### src/rtl/reg_wb_unit_if.sv
// Write-back bundle: decode scoreboard port, ALU and load result channels, reg_file write port.
// The DUT takes the slave modport; producers/consumers around it take master.
interface reg_wb_unit_if;
   logic        sb_set;
   logic [4:0]  sb_rd;
   logic [31:0] busy;
   logic        alu_valid;
   logic        alu_ready;
   logic [4:0]  alu_rd;
   logic [31:0] alu_data;
   logic        ld_valid;
   logic        ld_ready;
   logic [4:0]  ld_rd;
   logic [31:0] ld_data;
   logic [4:0]  rf_wreg;
   logic [31:0] rf_wdata;
   logic        rf_w_en;

   modport master (
      output sb_set, sb_rd, alu_valid, alu_rd, alu_data, ld_valid, ld_rd, ld_data,
      input  busy, alu_ready, ld_ready, rf_wreg, rf_wdata, rf_w_en
   );

   modport slave (
      input  sb_set, sb_rd, alu_valid, alu_rd, alu_data, ld_valid, ld_rd, ld_data,
      output busy, alu_ready, ld_ready, rf_wreg, rf_wdata, rf_w_en
   );
endinterface

### src/rtl/reg_wb_unit.sv
// Merges ALU and FIFO-buffered load results into one reg_file write per cycle (grant N -> write N+1).
// Loads stall via ld_ready when the FIFO is full; ALU stalls via alu_ready after STARVE_MAX wins over waiting loads.
module reg_wb_unit #(
   parameter int DEPTH      = 4,
   parameter int STARVE_MAX = 4
) (
   input logic          clk,
   input logic          rst,
   reg_wb_unit_if.slave bus
);
   localparam int AW = $clog2(DEPTH);
   localparam int CW = AW + 1;
   localparam int SW = $clog2(STARVE_MAX + 1);

   typedef struct packed {
      logic [4:0]  rd;
      logic [31:0] data;
   } wb_ent_t;

   wb_ent_t        mem [DEPTH];
   logic [AW-1:0]  wr_ptr;
   logic [AW-1:0]  rd_ptr;
   logic [CW-1:0]  count;
   logic [SW-1:0]  starve_cnt;
   logic [31:0]    busy_q;
   logic [31:0]    busy_nxt;
   logic           fifo_empty;
   logic           push;
   logic           pop;
   logic           alu_grant;
   logic           grant;
   logic           wr_real;
   wb_ent_t        win;

   assign fifo_empty    = (count == '0);
   assign bus.ld_ready  = (count < CW'(DEPTH));
   assign bus.alu_ready = (starve_cnt != SW'(STARVE_MAX));
   assign push          = bus.ld_valid & bus.ld_ready;
   assign alu_grant     = bus.alu_valid & bus.alu_ready;
   assign pop           = !alu_grant && !fifo_empty;
   assign grant         = alu_grant | pop;
   assign wr_real       = grant && (win.rd != 5'd0);
   assign bus.busy      = busy_q;

   always_comb begin
      win = mem[rd_ptr];
      if (alu_grant) begin
         win.rd   = bus.alu_rd;
         win.data = bus.alu_data;
      end
   end

   // Set after clear so a same-cycle issue to the retiring register keeps it busy.
   always_comb begin
      busy_nxt = busy_q;
      if (wr_real) begin
         busy_nxt[win.rd] = 1'b0;
      end
      if (bus.sb_set && (bus.sb_rd != 5'd0)) begin
         busy_nxt[bus.sb_rd] = 1'b1;
      end
      busy_nxt[0] = 1'b0;
   end

   always_ff @(posedge clk) begin
      if (push) begin
         mem[wr_ptr] <= '{rd: bus.ld_rd, data: bus.ld_data};
      end
   end

   always_ff @(posedge clk or posedge rst) begin
      if (rst) begin
         wr_ptr       <= '0;
         rd_ptr       <= '0;
         count        <= '0;
         starve_cnt   <= '0;
         busy_q       <= 32'h0;
         bus.rf_w_en  <= 1'b0;
         bus.rf_wreg  <= 5'd0;
         bus.rf_wdata <= 32'h0;
      end else begin
         if (push) begin
            wr_ptr <= wr_ptr + 1'b1;
         end
         if (pop) begin
            rd_ptr <= rd_ptr + 1'b1;
         end
         case ({push, pop})
            2'b10:   count <= count + 1'b1;
            2'b01:   count <= count - 1'b1;
            default: count <= count;
         endcase

         // Only ALU wins over a waiting load count toward forcing the FIFO through.
         if (alu_grant && !fifo_empty) begin
            starve_cnt <= starve_cnt + 1'b1;
         end else begin
            starve_cnt <= '0;
         end

         busy_q      <= busy_nxt;
         bus.rf_w_en <= wr_real;
         if (wr_real) begin
            bus.rf_wreg  <= win.rd;
            bus.rf_wdata <= win.data;
         end
      end
   end
endmodule

### src/flat_wrapper.sv
// flat-port wrapper written by rule: the top's interface ports become plain ports
module reg_wb_unit_flat 
#(
   parameter int DEPTH      = 4,
   parameter int STARVE_MAX = 4
)
  (clk, rst, bus_sb_set, bus_sb_rd, bus_alu_valid, bus_alu_rd, bus_alu_data, bus_ld_valid, bus_ld_rd, bus_ld_data, bus_busy, bus_alu_ready, bus_ld_ready, bus_rf_wreg, bus_rf_wdata, bus_rf_w_en);
  reg_wb_unit_if bus_i ();
  input logic clk;
  input logic rst;
  input wire logic [$bits(bus_i.sb_set)-1:0] bus_sb_set;
  input wire logic [$bits(bus_i.sb_rd)-1:0] bus_sb_rd;
  input wire logic [$bits(bus_i.alu_valid)-1:0] bus_alu_valid;
  input wire logic [$bits(bus_i.alu_rd)-1:0] bus_alu_rd;
  input wire logic [$bits(bus_i.alu_data)-1:0] bus_alu_data;
  input wire logic [$bits(bus_i.ld_valid)-1:0] bus_ld_valid;
  input wire logic [$bits(bus_i.ld_rd)-1:0] bus_ld_rd;
  input wire logic [$bits(bus_i.ld_data)-1:0] bus_ld_data;
  output wire logic [$bits(bus_i.busy)-1:0] bus_busy;
  output wire logic [$bits(bus_i.alu_ready)-1:0] bus_alu_ready;
  output wire logic [$bits(bus_i.ld_ready)-1:0] bus_ld_ready;
  output wire logic [$bits(bus_i.rf_wreg)-1:0] bus_rf_wreg;
  output wire logic [$bits(bus_i.rf_wdata)-1:0] bus_rf_wdata;
  output wire logic [$bits(bus_i.rf_w_en)-1:0] bus_rf_w_en;
  assign bus_i.sb_set = bus_sb_set;
  assign bus_i.sb_rd = bus_sb_rd;
  assign bus_i.alu_valid = bus_alu_valid;
  assign bus_i.alu_rd = bus_alu_rd;
  assign bus_i.alu_data = bus_alu_data;
  assign bus_i.ld_valid = bus_ld_valid;
  assign bus_i.ld_rd = bus_ld_rd;
  assign bus_i.ld_data = bus_ld_data;
  assign bus_busy = bus_i.busy;
  assign bus_alu_ready = bus_i.alu_ready;
  assign bus_ld_ready = bus_i.ld_ready;
  assign bus_rf_wreg = bus_i.rf_wreg;
  assign bus_rf_wdata = bus_i.rf_wdata;
  assign bus_rf_w_en = bus_i.rf_w_en;
  reg_wb_unit #(.DEPTH(DEPTH), .STARVE_MAX(STARVE_MAX)) u_core (.clk(clk), .rst(rst), .bus(bus_i));
endmodule
### config.mk
export PLATFORM = sky130hd
export DESIGN_NAME = reg_wb_unit_flat
export DESIGN_NICKNAME = d
export VERILOG_FILES = /design/src/rtl/reg_wb_unit_if.sv /design/src/rtl/reg_wb_unit.sv /design/src/flat_wrapper.sv
export SDC_FILE = /design/constraint.sdc
export NUM_CORES = 1
export LEC_CHECK = 0
export CAP_MARGIN = 15
export CORE_ASPECT_RATIO = 1.1
export CORE_MARGIN = 3
export CORE_UTILIZATION = 49
export CTS_CLUSTER_DIAMETER = 100
export DETAILED_ROUTE_END_ITERATION = 6
export PLACE_DENSITY = 0.74
export SETUP_SLACK_MARGIN = 0.05
export SYNTH_ARGS = -nofsm -noshare
export SYNTH_HDL_FRONTEND = slang
export SYNTH_SLANG_ARGS = --single-unit
### constraint.sdc
create_clock -name clk -period 3 [get_ports clk]
set_input_delay 0.6 -clock clk [delete_from_list [all_inputs] [get_ports clk]]
set_output_delay 0.6 -clock clk [all_outputs]
set_load 0.05 [all_outputs]
==> metrics.txt <==
outcome finished, final reports clean; CTS max path bufs 3; DR DRC count 0; Rel. slew slack between 50% and 60%; initial antenna violation count 0; vias 5883; Final period util 88.7%; crit path cell chain inv_1, ha_1, nand2_1, clkdlybuf4s50_1; Hold Path End u_core.starve_cnt[0]$_DFF_PP0_; Crit-path slowest cell clkdlybuf4s50_1; FF+latch count, synth 227; largest net degree at the start of global routing 49; Max IR drop VDD 0.000749 V; Final Hold Viols 0; clock latency on the worst-skew pair 500 ps; WS Path Type reg -> out; H-Tree Depth 1; startpoint types register; Port Buffers between 150 and 200; Worst Reg-to-Reg Cells 6; share of cells above drive strength 1 18.2%; CTS clock-pin slew for the worst setup and hold paths roughly 60 ps; CTS Sinks 227; CP max stage delay 800 ps; DRT iter0 DRCs 473; hold wc startpoint u_core.starve_cnt[0]$_DFF_PP0_; # diodes 0; DRT Pass-1 Iters 5; first-pass GRT wire length between 30 and 40 mm; Die Y-Extent around 150 um; Design Area, Final 12200 sq um; R2R Setup Slk 530 ps; worst-path maximum fanout 3; Initial Utilization about half; sequential fraction of the synthesis area a little under 70%; reg2reg end u_core.bus.rf_wdata[7]$_DFFE_PP0N_; Leak 4.69 nW; Die Wd 139 um; total CTS buffers 23; Slew Viols, Final 0; Max Cap Viol 0; Area Growth Syn to Fin 28.1%; Synth Cell Area 9510 sq um; Post-DP Area 11400 sq um; grt ovf 0; final net count 878; Min-Delay Path Class reg -> reg; Worst-Margin Slew 704 ps; Post-synth top flop edfxtp_1; vias in the first global route 6208; Crit. End Element output pin; via/cell ratio 5.63; Post-Route Skew ~15 ps; num ports 156; Worst EP arrival 2060 ps; final setup fails 0; pwr dens 1060 nW/um^2; Routed Antenna Nets 0; row cnt 52; Setup Fix Bufs, Post-CTS 0; Sum Neg Setup Slack 0 ps; RSZ-0062 raised after global routing false; post-synth cell types 61; Tmin final 2660 ps; GPL Wtd Cong between 0.8 and 0.9; total wire length 20.9 mm; CTS tree built; DP HPWL 14.4 mm; clock root buffer clkbuf_16; Reg-to-Reg Start u_core.rd_ptr[1]$_DFFE_PP0P_; synthesized area per cell between 15 and 20 sq um; fmax between 300 and 400 MHz; hold buffer count at cts 0; core area 18700 sq um; Die ar. ~21000 sq um; GRT Total Usage 19.8%; post-CTS sizing 0; cell depth of the worst min-delay path 1; Post-synth ARST share 34.8%; Syn Nets 706; number of synthesized flops with an enable pin between 100 and 150; Mapped Cells 614; Worst Path Required about 2400 ps; Warnings, synthesis 0; Routed wire per std cell around 20 um
metrics by stage:
stage,worst slack [ps],hold WS [ps],power [mW],instances,util (%)
global route,215,498,13.5,1045,65.1
global placement,296,441,9.96,1004,61.0
detailed placement,215,469,10.1,1004,61.0
floorplan,377,429,8.33,614,-
finish,340,462,12.9,1045,65.1
CTS,297,477,13.0,1045,65.1
placed cells by master (no fill, tap or decap), types with 4 or more instances in the layout:
cell type        Yosys  final
buf_4                1     18
and3_1               4      4
ha_1                 7      7
clkdlybuf4s50_1      0    154
nand3b_1             5      5
edfxtp_1           148    148
nand2b_1             8      8
inv_1               16     15
nor2_1              11     11
nor3b_1              4      4
clkbuf_16            0     24
mux2_2               6      6
xnor2_1              5      5
mux4_2              37     37
dfrtp_1             79     77
and2_2               0      4
o41ai_1              4      4
o21ai_0             42     42
nor3_1               8      8
mux2i_1              4      4
buf_12               2      5
a22o_1               8      8
mux2_4              27     27
nand2_1            109    109
cells by family after synthesis:
logic type	share of synthesized area, %
flops	67.5
simple gates	8.31
compound gates	5.68
mux	14.2
buf+inv	2.55
fa+ha+maj	1.13
xor+xnor	0.644
other cells	0.0394
worst max-delay path by stage:
stage                     depth (start not counted)  slack (ps)                             endpoint                           start
after floorplan                                   1         380        u_core.bus.busy[10]$_DFF_PP0_                             rst
after global placement                            7         300   u_core.bus.rf_wdata[8]$_DFFE_PP0N_                   bus_alu_valid
after detailed placement                          7         220  u_core.bus.rf_wdata[12]$_DFFE_PP0N_                   bus_alu_valid
after CTS                                         4         300                        bus_alu_ready  u_core.starve_cnt[0]$_DFF_PP0_
after global routing                              4         220                        bus_alu_ready  u_core.starve_cnt[0]$_DFF_PP0_
final                                             4         340                        bus_alu_ready  u_core.starve_cnt[0]$_DFF_PP0_
critical path, delay by kind of cell (launching register included):
family / cells / cell delay, ps
simple gates: 1 / 100
buf+inv: 2 / 850
fa+ha+maj: 1 / 240
flops: 1 / 370
where the power goes:
group	switching [mW]	internal [mW]
sequential	0.460	4.16
clock	1.16	1.69
combinational	3.21	2.18
per-layer routing:
layer	part of all wire, %	global-route usage, %
met5	0	0
met3	7.1	4.36
met1	41	26.6
met4	1.9	5.03
met2	50	33.2
area by class of cell:
class | instances | area [sq um]
timing repair buffer | 177 | 1780
clock buffer | 30 | 647
sequential | 227 | 6420
inverter | 16 | 61.3
clock inverter | 11 | 110
multi-input combinational | 341 | 2870
fill | 1307 | 6550
tap | 243 | 304
sequential cells by signal, indices dropped and copies added (netlist names):
signal and cells:
u_core.bus.busy 31, u_core.bus.rf_wreg 5, u_core.starve_cnt 3, u_core.count 3
u_core.mem 148, u_core.bus.rf_wdata 32, u_core.bus.rf_w_en 1, u_core.wr_ptr 2
u_core.rd_ptr 2
synth_stat cells, drive strengths merged, types with 2 or more instances:
cell / count / area share (%)
nand3b: 5 / 0.39
buf: 16 / 1.4
a22o: 8 / 0.74
mux2: 33 / 5.0
inv: 16 / 0.63
dfrtp: 79 / 21
nand3: 2 / 0.11
o2bb2ai: 2 / 0.18
o21ai: 42 / 2.2
a21oi: 4 / 0.25
nor3b: 4 / 0.32
mux4: 37 / 8.8
xor2: 2 / 0.18
nor2b: 3 / 0.20
a32oi: 2 / 0.18
mux2i: 4 / 0.42
a22oi: 3 / 0.24
and3: 4 / 0.26
xnor2: 5 / 0.46
and2: 5 / 0.33
nand2b: 8 / 0.53
o41ai: 5 / 0.54
o31ai: 3 / 0.24
nor3: 8 / 0.42
a31oi: 2 / 0.13
edfxtp: 148 / 47
nor2: 13 / 0.62
nand2: 109 / 4.3
clkbuf: 14 / 0.55
ha: 7 / 0.92
or3b: 2 / 0.18
Note: power is estimated with default switching activity, not from simulation.
